File: src/rtl/txgen.sv
// txgen: bus response frame generator.
// Accepts a sensor read request from the receive parser, fetches 32-bit data
// for that sensor from the data bank, and streams an 11-byte frame
// (DEV_ID, FRM_CNT, SID, DATA little-endian, CRC-16/MODBUS) to the UART.
module txgen #(
   parameter logic [15:0] DEV_ID  = 16'h0001,
   parameter logic [15:0] FRM_CNT = 16'h0007
) (
   input  logic        sys_clk,
   input  logic        sys_rst,
   input  logic [7:0]  ret_cmd,
   input  logic        ret_cmd_flg,
   output logic [7:0]  sen_sel,
   input  logic [31:0] sen_rdata,
   output logic [7:0]  tx_data,
   output logic        tx_en,
   input  logic        tx_busy,
   output logic        busy,
   output logic        frame_done,
   output logic        cmd_drop
);

   typedef enum logic [2:0] {
      S_IDLE,
      S_FETCH,
      S_LATCH,
      S_SEND,
      S_HOLD,
      S_WAIT,
      S_DONE
   } state_t;

   localparam logic [15:0] CRC_INIT = 16'hFFFF;
   localparam logic [15:0] CRC_POLY = 16'hA001;
   localparam logic [3:0]  IDX_LAST = 4'd10;
   localparam logic [3:0]  IDX_CRC0 = 4'd8;

   state_t      state_q, state_d;
   logic [7:0]  sid_q, sid_d;
   logic [31:0] data_q, data_d;
   logic [15:0] crc_q, crc_d;
   logic [3:0]  idx_q, idx_d;
   logic [7:0]  sen_sel_q, sen_sel_d;
   logic        busy_q, busy_d;
   logic        frame_done_q, frame_done_d;
   logic        cmd_drop_q, cmd_drop_d;

   logic [7:0]  frame_byte;
   logic        send_now;

   // Fold one byte into a reflected CRC-16 (LSB first, 8 shift steps).
   function automatic logic [15:0] crc16_byte(input logic [15:0] crc_in,
                                              input logic [7:0]  byte_in);
      logic [15:0] c;
      c = crc_in ^ {8'h00, byte_in};
      for (int i = 0; i < 8; i++) begin
         if (c[0]) c = (c >> 1) ^ CRC_POLY;
         else      c = c >> 1;
      end
      return c;
   endfunction

   // Select the frame byte for the current index; CRC bytes come straight
   // from the register, which already holds bytes 0..8 by the time idx is 9.
   always_comb begin
      frame_byte = 8'h00;
      case (idx_q)
         4'd0:    frame_byte = DEV_ID[15:8];
         4'd1:    frame_byte = DEV_ID[7:0];
         4'd2:    frame_byte = FRM_CNT[15:8];
         4'd3:    frame_byte = FRM_CNT[7:0];
         4'd4:    frame_byte = sid_q;
         4'd5:    frame_byte = data_q[7:0];
         4'd6:    frame_byte = data_q[15:8];
         4'd7:    frame_byte = data_q[23:16];
         4'd8:    frame_byte = data_q[31:24];
         4'd9:    frame_byte = crc_q[7:0];
         4'd10:   frame_byte = crc_q[15:8];
         default: frame_byte = 8'h00;
      endcase
   end

   // The byte strobe must appear in the SEND cycle itself so that the UART
   // busy rise lands in HOLD; it is therefore decoded from state and tx_busy.
   assign send_now = (state_q == S_SEND) && !tx_busy;
   assign tx_en    = send_now;
   assign tx_data  = send_now ? frame_byte : 8'h00;

   // Next-state and datapath update for the frame sequencer.
   always_comb begin
      state_d      = state_q;
      sid_d        = sid_q;
      data_d       = data_q;
      crc_d        = crc_q;
      idx_d        = idx_q;
      sen_sel_d    = sen_sel_q;
      busy_d       = busy_q;
      frame_done_d = 1'b0;
      cmd_drop_d   = ret_cmd_flg && (state_q != S_IDLE);

      case (state_q)
         S_IDLE: begin
            busy_d = 1'b0;
            if (ret_cmd_flg) begin
               sid_d     = ret_cmd;
               sen_sel_d = ret_cmd;
               busy_d    = 1'b1;
               state_d   = S_FETCH;
            end
         end
         S_FETCH: begin
            // Bank read data becomes valid one cycle after sen_sel changes.
            state_d = S_LATCH;
         end
         S_LATCH: begin
            data_d  = sen_rdata;
            crc_d   = CRC_INIT;
            idx_d   = 4'd0;
            state_d = S_SEND;
         end
         S_SEND: begin
            if (!tx_busy) begin
               if (idx_q <= IDX_CRC0) crc_d = crc16_byte(crc_q, frame_byte);
               state_d = S_HOLD;
            end
         end
         S_HOLD: begin
            // UART busy only rises the cycle after tx_en; ignore it here.
            state_d = S_WAIT;
         end
         S_WAIT: begin
            if (!tx_busy) begin
               if (idx_q == IDX_LAST) begin
                  frame_done_d = 1'b1;
                  state_d      = S_DONE;
               end else begin
                  idx_d   = idx_q + 4'd1;
                  state_d = S_SEND;
               end
            end
         end
         S_DONE: begin
            busy_d  = 1'b0;
            state_d = S_IDLE;
         end
         default: begin
            busy_d  = 1'b0;
            state_d = S_IDLE;
         end
      endcase
   end

   // State and registered outputs; reset aborts any frame in progress.
   always_ff @(posedge sys_clk or negedge sys_rst) begin
      if (!sys_rst) begin
         state_q      <= S_IDLE;
         sid_q        <= 8'h00;
         data_q       <= 32'h0000_0000;
         crc_q        <= 16'h0000;
         idx_q        <= 4'd0;
         sen_sel_q    <= 8'h00;
         busy_q       <= 1'b0;
         frame_done_q <= 1'b0;
         cmd_drop_q   <= 1'b0;
      end else begin
         state_q      <= state_d;
         sid_q        <= sid_d;
         data_q       <= data_d;
         crc_q        <= crc_d;
         idx_q        <= idx_d;
         sen_sel_q    <= sen_sel_d;
         busy_q       <= busy_d;
         frame_done_q <= frame_done_d;
         cmd_drop_q   <= cmd_drop_d;
      end
   end

   assign sen_sel    = sen_sel_q;
   assign busy       = busy_q;
   assign frame_done = frame_done_q;
   assign cmd_drop   = cmd_drop_q;

endmodule

File: config.mk
export PLATFORM = sky130hd
export DESIGN_NAME = txgen
export DESIGN_NICKNAME = d
export VERILOG_FILES = /design/src/rtl/txgen.sv
export SDC_FILE = /design/constraint.sdc
export NUM_CORES = 1
export LEC_CHECK = 0
export ABC_AREA = 1
export BUFFER_PORTS_ARGS = -buffer_cell sky130_fd_sc_hd__buf_4
export CAP_MARGIN = 15
export CORE_UTILIZATION = 51
export DETAILED_ROUTE_END_ITERATION = 7
export GPL_TIMING_DRIVEN = 0
export HOLD_SLACK_MARGIN = 0.05
export PLACE_DENSITY = 0.84
export SYNTH_ARGS = -nofsm -noshare
export SYNTH_HDL_FRONTEND = slang
export SYNTH_SLANG_ARGS = --single-unit
File: constraint.sdc
create_clock -name sys_clk -period 2.5 [get_ports sys_clk]
set_input_delay 0.125 -clock sys_clk [delete_from_list [all_inputs] [get_ports sys_clk]]
set_output_delay 0.125 -clock sys_clk [all_outputs]
set_load 0.01 [all_outputs]
==> run summary, run 1 <==
## STA
- period utilization: 107%
- unrepaired setup endpoints after global routing: true
- Slew Limit Headroom: 42.7%
- Least-Margin Pin Slew: 0.860 ns
- min Tclk post-route: 2.67 ns
- # setup viols final: 3
- final number of max-transition violations: 0
- final hold slack: 0.0750 ns
- Hold Vio Cnt, Final: 0
- maximum clock frequency: 374 MHz
- Setup Skew: 0.0102 ns
- Worst Slack Setup Final: -0.175 ns

## Run status
- violated checks: setup timing
- run status: complete, but fails checks

## Setup path
- endpoint type of the worst setup path: flip-flop
- Worst Setup Path Type: flip-flop to flip-flop
- launching element type of the critical path: flip-flop
- Largest stage delay, worst path: 0.48 ns
- most prevalent standard cell on the critical path: sky130_fd_sc_hd__nand2_2
- cell-by-cell trace of the critical path: buf_6, ha_4, o21ai_4, nand2_2, nor2_4, nand2_4, buf_8, nand2_4, nand2_2, nand2_2, nand2_2, nand3_2, nand2_2, inv_2, nand2_4, nand2_4, nand2_2, nand3_2, nand3_2, nand2_1, inv_1
- buffers and inverters on the worst path: 4
- WP data arrival: 2.91 ns
- Largest delay share family, worst path: simple AND/OR/NAND/NOR gates
- Critical Path RT: 2.74 ns
- Worst Path Max Fanout: 8
- critical-path cell with the highest stage delay: sky130_fd_sc_hd__dfrtp_2

## Yosys
- number of instances in the synthesized netlist: 531
- number of different library cells in the post-synthesis netlist: 33
- Net Count, Synth: 580
- main combinational cell family by area after synthesis: simple AND/OR/NAND/NOR gates
- simple-gate portion of the synthesized area: 37.4%
- Post-Synth Adder-Cell Area: 1.65%
- number of enable flip-flop cells after synthesis: 0
- area fraction in compound gates after synthesis: 7.71%
- prevailing post-synth register cell: sky130_fd_sc_hd__dfrtp_1
- Async SR Flop Fraction: 100%
- sequential cell area fraction in the yosys report: 43.5%
- post-synthesis area per instance: 7.15 um2
- XOR/XNOR Fraction of Synth Area: 0.231%
- post-synthesis register bit count: 66
- number of warnings reported in the yosys synthesis log: 0
- share of synthesized area spent on multiplexers: 1.19%
- post-synthesis instance area: 0.00380 mm2

## Placement
- count of buffers from port buffering: 63
- routability cong.: 0.983
- standard cell area after detailed placement: 0.00440 mm2
- DP HPWL: 7570 um

## Clock tree
- Clock Tree Buf Depth: 2
- clock latency reported for the late side of the worst-skew pair: 0.35 ns
- clock tree from TritonCTS: built
- clock tree root buffer cell: sky130_fd_sc_hd__clkbuf_8
- Worst-path clk slew: 0.07 ns
- number of sinks handled by clock tree synthesis: 66
- number of buffers inserted during clock tree synthesis: 9
- CTS H-tree depth: 3

## GRT
- Total GRT Usage: 32.7%
- vias in the first global route: 4157
- pin count of the biggest net entering global routing: 67
- global-route wire length before repair: 19200 um
- antenna violations before repair: 0
- final global-route overflow total: 0

## Floorplanning
- effective utilization at floorplan: 52.7%
- Core ar.: 0.00721 mm2
- Die Span Y: 88.3 um
- horizontal extent of the die: 88.3 um
- site row count: 31
- area of the die: 0.00780 mm2
- number of ports placed on the die boundary: 64

## Final layout
- final core area utilization: 76.7%
- top library cells by usage in the layout, fill and taps aside: sky130_fd_sc_hd__nand2_1 (145), sky130_fd_sc_hd__buf_4 (75), sky130_fd_sc_hd__dfrtp_1 (64)
- fraction of final layout cells with drive strength greater than 1: 29.5%
- antenna cells: 0
- commonest non-fill, non-tap cell in the layout: sky130_fd_sc_hd__nand2_1
- final std cell area, no fill: 0.00554 mm2
- area overhead of the layout relative to synthesis: 45.7%
- net total in the final layout: 712

## Detailed routing
- antenna violation net count after detailed routing: 0
- routed via count divided by cell count: 5.80
- Total Wirelength: 13200 um
- via count: 4445
- Initial DRC Count: 659
- Avg WL per Cell: 17.2 um
- drt first pass iters: 6
- remaining routing DRC violations: 0

## Power
- worst IR drop on VDD: 522 uV
- logic gate share of total power: 48.9%
- static leakage power: 2.82 nW
- switching power: 2.43 mW
- sequential share of power: 33.4%
- design internal power: 3.14 mW
- switch share: 43.6%
- power share of the clock group: 17.8%
- power per unit of standard cell area: 1010 mW/mm2

## Run
- count of max-cap constraint violations: 0

## Worst hold path
- class of the most critical hold timing path: input port to flip-flop

worst min-delay path, stage by stage:
cell and delay, ns:
sky130_fd_sc_hd__buf_4 0.08, sky130_fd_sc_hd__nor2_1 0.04, sky130_fd_sc_hd__a21oi_1 0.13
cell families (layout without fill, tap and decap cells):
group                      count (synthesis)  after routing
xor gates and xnor gates                   1              1
DFF                                       66             66
AOI/OAI and AO/OA                         53             53
adders and majority gates                  5              5
and+or+nand+nor                          326            326
buffers and inverters                     76            213
muxes                                      4              4
area by class of cell:
| class | instances | area (um2) |
|---|---|---|
| multi-input combinational | 389 | 2130 |
| fill | 507 | 1680 |
| sequential | 66 | 1650 |
| timing repair buffer | 122 | 1070 |
| inverter | 54 | 208 |
| buffer | 21 | 144 |
| clock buffer | 11 | 131 |
| tap | 99 | 124 |
| clock inverter | 5 | 78.8 |
power by group through the flow:
stage	combinational, mW	sequential [mW]	clock, mW
final	2.72	1.86	0.991
after global routing	2.92	1.89	1.04
after CTS	2.07	1.81	0.987
after detailed placement	1.92	1.83	0
after global placement	1.82	1.81	0
after floorplan	1.32	1.77	0
cell usage after synthesis, types with 2 or more instances:
master                     instances  share of area (%)
sky130_fd_sc_hd__inv_2             4               0.40
sky130_fd_sc_hd__mux2_2            4                1.2
sky130_fd_sc_hd__nor3_1            3               0.40
sky130_fd_sc_hd__dfrtp_1          66                 43
sky130_fd_sc_hd__nand3_1          38                5.0
sky130_fd_sc_hd__a21oi_1          18                2.4
sky130_fd_sc_hd__clkbuf_1         10               0.99
sky130_fd_sc_hd__inv_1            49                4.8
sky130_fd_sc_hd__ha_1              5                1.6
sky130_fd_sc_hd__nand2_1         185                 18
sky130_fd_sc_hd__buf_2             7               0.92
sky130_fd_sc_hd__o21ai_0          21                2.8
sky130_fd_sc_hd__nor2_2            4               0.66
sky130_fd_sc_hd__nor2_1           49                4.8
sky130_fd_sc_hd__nand2_2           6               0.99
sky130_fd_sc_hd__nand4_1          35                5.8
sky130_fd_sc_hd__nand2_4           2               0.59
sky130_fd_sc_hd__o22ai_1           7                1.2
sky130_fd_sc_hd__buf_6             3               0.89
sky130_fd_sc_hd__buf_1             2               0.20
metrics by stage:
stage | setup slack (ns) | setup TNS [ns] | power, mW | cells
detailed placement | -0.466 | -1.35 | 3.74 | 693
CTS | 0.000604 | 0 | 4.86 | 752
global placement | -0.321 | -0.768 | 3.63 | 693
finish | -0.175 | -0.380 | 5.58 | 767
floorplan | 0.132 | 0 | 3.08 | 531
global route | -0.264 | -0.713 | 5.86 | 767
worst paths after layout:
check	from	to	slack (ns)	cells after the start
worst max-delay path	idx_q[0]	crc_q[0]	-0.17	21
worst min-delay path	ret_cmd[3]	sen_sel[3]	0.08	3
worst max register to register	idx_q[0]	crc_q[0]	-0.17	21
worst min register to register	data_q[4]	data_q[4]	0.48	2
max in group asynchronous	sys_rst	idx_q[1]	1.45	2
min in group asynchronous	sys_rst	crc_q[11]	0.41	2
flip-flops by register name, indices dropped and copies added, names as in the netlist:
register / cells
data_q: 32
state_q: 3
cmd_drop: 1
frame_done: 1
crc_q: 16
idx_q: 4
sen_sel: 8
busy: 1
repair_timing:
item | in CTS | in global routing
gates resized for setup | 29 | 73
hold buffers | 42 | 0
endpoints found under the setup margin | 9 | 3
endpoints found under the hold margin | 107 | 0
cloned | 0 | 2
pin swaps | 2 | 33
setup buffers | 2 | 13
per-layer routing:
metal | track usage, % | routed length [um]
met1 | 38.8 | 4760
met2 | 55.9 | 6460
met3 | 5.69 | 1200
met4 | 19.4 | 778
met5 | 0 | 0
Note: power is estimated with default switching activity, not from simulation.
==> run 2: changes to the inputs <==
CORE_UTILIZATION = 55   (was 51)
PLACE_DENSITY = 0.86   (was 0.84)
clock period = 3.1 ns   (was 2.5 ns; I/O delays follow)
==> run 2 against run 1 <==
Effect of this change: clock power shrank 7.3%; via count shrank 4.9%; the run now ends clean; largest power group unchanged; flip-flop and latch count is the same; global-route usage grew 1.9 points; maximum frequency shrank 7.9%.
==> run summary, run 2 (same netlist as run 1, synthesis figures left out) <==
## Floorplanning
- area of the die: 0.00724 mm2, was 0.00780 mm2
- horizontal extent of the die: 85.1 um, was 88.3 um
- number of ports placed on the die boundary: 64, unchanged
- Die Span Y: 85.1 um, was 88.3 um
- Core ar.: 0.00649 mm2, was 0.00721 mm2
- site row count: 29, was 31
- effective utilization at floorplan: 58.5%, was 52.7%

## Clock tree
- Clock Tree Buf Depth: 2, unchanged
- clock tree root buffer cell: sky130_fd_sc_hd__clkbuf_8, unchanged
- clock tree from TritonCTS: built, unchanged
- clock latency reported for the late side of the worst-skew pair: 0.36 ns, was 0.35 ns
- number of buffers inserted during clock tree synthesis: 9, unchanged
- Worst-path clk slew: 0.07 ns, about the same
- CTS H-tree depth: 3, unchanged
- number of sinks handled by clock tree synthesis: 66, unchanged

## Final layout
- area overhead of the layout relative to synthesis: 32.4%, was 45.7%
- area taken by flip-flops and latches: 0.00165 mm2, about the same
- fraction of final layout cells with drive strength greater than 1: 17.5%, was 29.5%
- commonest non-fill, non-tap cell in the layout: sky130_fd_sc_hd__nand2_1, unchanged
- most flop-heavy register: data_q, unchanged
- number of flip-flops in the largest register: 32, unchanged
- total area of multi-input combinational cells: 0.00183 mm2, was 0.00213 mm2
- top library cells by usage in the layout, fill and taps aside: sky130_fd_sc_hd__nand2_1 (185), sky130_fd_sc_hd__dfrtp_1 (66), sky130_fd_sc_hd__buf_4 (63), was sky130_fd_sc_hd__nand2_1 (145), sky130_fd_sc_hd__buf_4 (75), sky130_fd_sc_hd__dfrtp_1 (64)
- Final Non-Filler Cells: 727, was 767
- antenna cells: 0, unchanged
- final std cell area, no fill: 0.00503 mm2, was 0.00554 mm2
- number of inserted filler cells in the final layout: 441, was 507
- net total in the final layout: 694, was 712

## STA
- Least-Margin Pin Slew: 0.842 ns, was 0.860 ns
- maximum clock frequency: 344 MHz, was 374 MHz
- unrepaired setup endpoints after global routing: false, was true
- Setup Skew: 0.00896 ns, was 0.0102 ns
- # setup viols final: 0, was 3
- min Tclk post-route: 2.91 ns, was 2.67 ns
- final number of max-transition violations: 0, unchanged
- post-route setup TNS: 0 ns, was -0.380 ns
- Slew Limit Headroom: 43.9%, was 42.7%
- period utilization: 93.7%, was 107%
- Hold Vio Cnt, Final: 0, unchanged

## Power
- power per unit of standard cell area: 805 mW/mm2, was 1010 mW/mm2
- static leakage power: 2.65 nW, was 2.82 nW
- worst IR drop on VDD: 543 uV, was 522 uV
- Total Power: 4.05 mW, was 5.58 mW

## Setup path
- endpoint type of the worst setup path: flip-flop, unchanged
- worst setup path startpoint: idx_q[1], was idx_q[0]
- WP data arrival: 3.16 ns, was 2.91 ns
- capturing instance or port of the critical path: crc_q[0], unchanged
- Worst Setup Path Type: flip-flop to flip-flop, unchanged
- launching element type of the critical path: flip-flop, unchanged
- Worst Path Max Fanout: 10, was 8
- endpoint of the worst-slack reg-to-reg timing path: crc_q[0], unchanged
- length in cells of the worst reg-to-reg path: 20, was 21
- launch instance of the worst register-to-register path: idx_q[1], was idx_q[0]
- setup slack of the most critical reg-to-reg path: 0.19 ns, was -0.17 ns
- Critical Path RT: 3.36 ns, was 2.74 ns

## GRT
- Total GRT Usage: 34.6%, was 32.7%
- final global-route overflow total: 0, unchanged
- vias in the first global route: 4197, was 4157
- global-route wire length before repair: 19200 um, about the same
- antenna violations before repair: 0, unchanged
- pin count of the biggest net entering global routing: 67, unchanged

## Placement
- count of buffers from port buffering: 63, unchanged
- routability cong.: 0.940, was 0.983
- DP HPWL: 7390 um, was 7570 um
- standard cell area after detailed placement: 0.00437 mm2, was 0.00440 mm2
- Placed Cells: 671, was 693

## Detailed routing
- Initial DRC Count: 545, was 659
- via count: 4229, was 4445
- antenna violation net count after detailed routing: 0, unchanged
- drt first pass iters: 6, unchanged
- Total Wirelength: 11600 um, was 13200 um
- Avg WL per Cell: 16.0 um, was 17.2 um
- routed via count divided by cell count: 5.82, was 5.80
- remaining routing DRC violations: 0, unchanged

## Run status
- run status: completed, was complete, but fails checks

## Worst hold path
- worst min-delay path startpoint: ret_cmd[5], was ret_cmd[3]
- class of the most critical hold timing path: input port to flip-flop, unchanged

## Run
- count of max-cap constraint violations: 0, unchanged

-- run 2: changes by cell type in the layout (fill, tap and decap cells not counted), moves of 10 or more --
cell | before | now
sky130_fd_sc_hd__nand2_1 | 145 | 185
sky130_fd_sc_hd__nand2_2 | 41 | 6
sky130_fd_sc_hd__buf_4 | 75 | 63
sky130_fd_sc_hd__nand3_1 | 27 | 38
sky130_fd_sc_hd__nand3_2 | 11 | 1
-- run 2: through the flow --
step	worst slack (ns)	util [%]	hold slack, ns
5_1_grt	0.00564	77.4	0.0697
6_report	0.195	77.4	0.0579
4_1_cts	0.155	77.4	0.0507
3_5_place_dp	0.193	67.3	0.301
2_1_floorplan	0.732	-	-0.141
3_3_place_gp	0.332	67.3	0.304
-- run 2: report_power, final --
part / switching [mW] / leakage (nW) / internal [mW]
Clock: 0.362 / 0.119 / 0.557
Combinational: 1.07 / 1.77 / 0.583
Sequential: 0.256 / 0.767 / 1.22
Total: 1.69 / 2.65 / 2.36
-- run 2: cell type report --
type	count	area share (%)
Clock inverter	6	2.26
Timing Repair Buffer	104	17.6
Clock buffer	10	2.74
Inverter	54	4.03
Buffer	21	2.21
Sequential cell	66	32.8
Multi-Input combinational cell	389	36.4
Tap cell	77	1.92
-- run 2: how the worst min path moves through the flow --
stage	end	slack [ns]	cells after the start
6_report	sen_sel[5]	0.06	3
5_1_grt	sen_sel[5]	0.07	3
4_1_cts	sen_sel[5]	0.05	3
3_5_place_dp	data_q[14]	0.30	1
3_3_place_gp	data_q[6]	0.30	1
2_1_floorplan	busy	-0.14	0
-- run 2: critical path, stage by stage, from the launching register on --
cell,delay (ns)
sky130_fd_sc_hd__dfrtp_1,0.45
sky130_fd_sc_hd__inv_1,0.13
sky130_fd_sc_hd__ha_1,0.36
sky130_fd_sc_hd__buf_2,0.34
sky130_fd_sc_hd__nand4_1,0.12
sky130_fd_sc_hd__nand2_1,0.09
sky130_fd_sc_hd__nor2_1,0.08
sky130_fd_sc_hd__nand2_1,0.16
sky130_fd_sc_hd__nand2_4,0.07
sky130_fd_sc_hd__nand2_1,0.10
sky130_fd_sc_hd__nand2_2,0.09
sky130_fd_sc_hd__nand2_1,0.09
sky130_fd_sc_hd__nand3_1,0.07
sky130_fd_sc_hd__nand2_1,0.10
sky130_fd_sc_hd__nand2_1,0.10
sky130_fd_sc_hd__nand2_2,0.10
sky130_fd_sc_hd__nand2_1,0.07
sky130_fd_sc_hd__nand3_1,0.08
sky130_fd_sc_hd__nand3_1,0.08
sky130_fd_sc_hd__nand2_1,0.07
sky130_fd_sc_hd__inv_1,0.04
-- run 2: metal layers --
layer  up-vias  track usage [%]  share of wire (%)
met3        56             7.98                8.0
met1      1980             39.9                 38
met4         0             20.5                4.5
li1       1952                -                  -
met5         -                0                  0
met2       241             59.0                 49
-- run 2: timing repair --
action	in CTS	in global routing
resized for setup	0	2
hold buffers	41	0
endpoints found under the hold margin	106	0
setup buffers	0	0
setup endpoints to repair	0	3
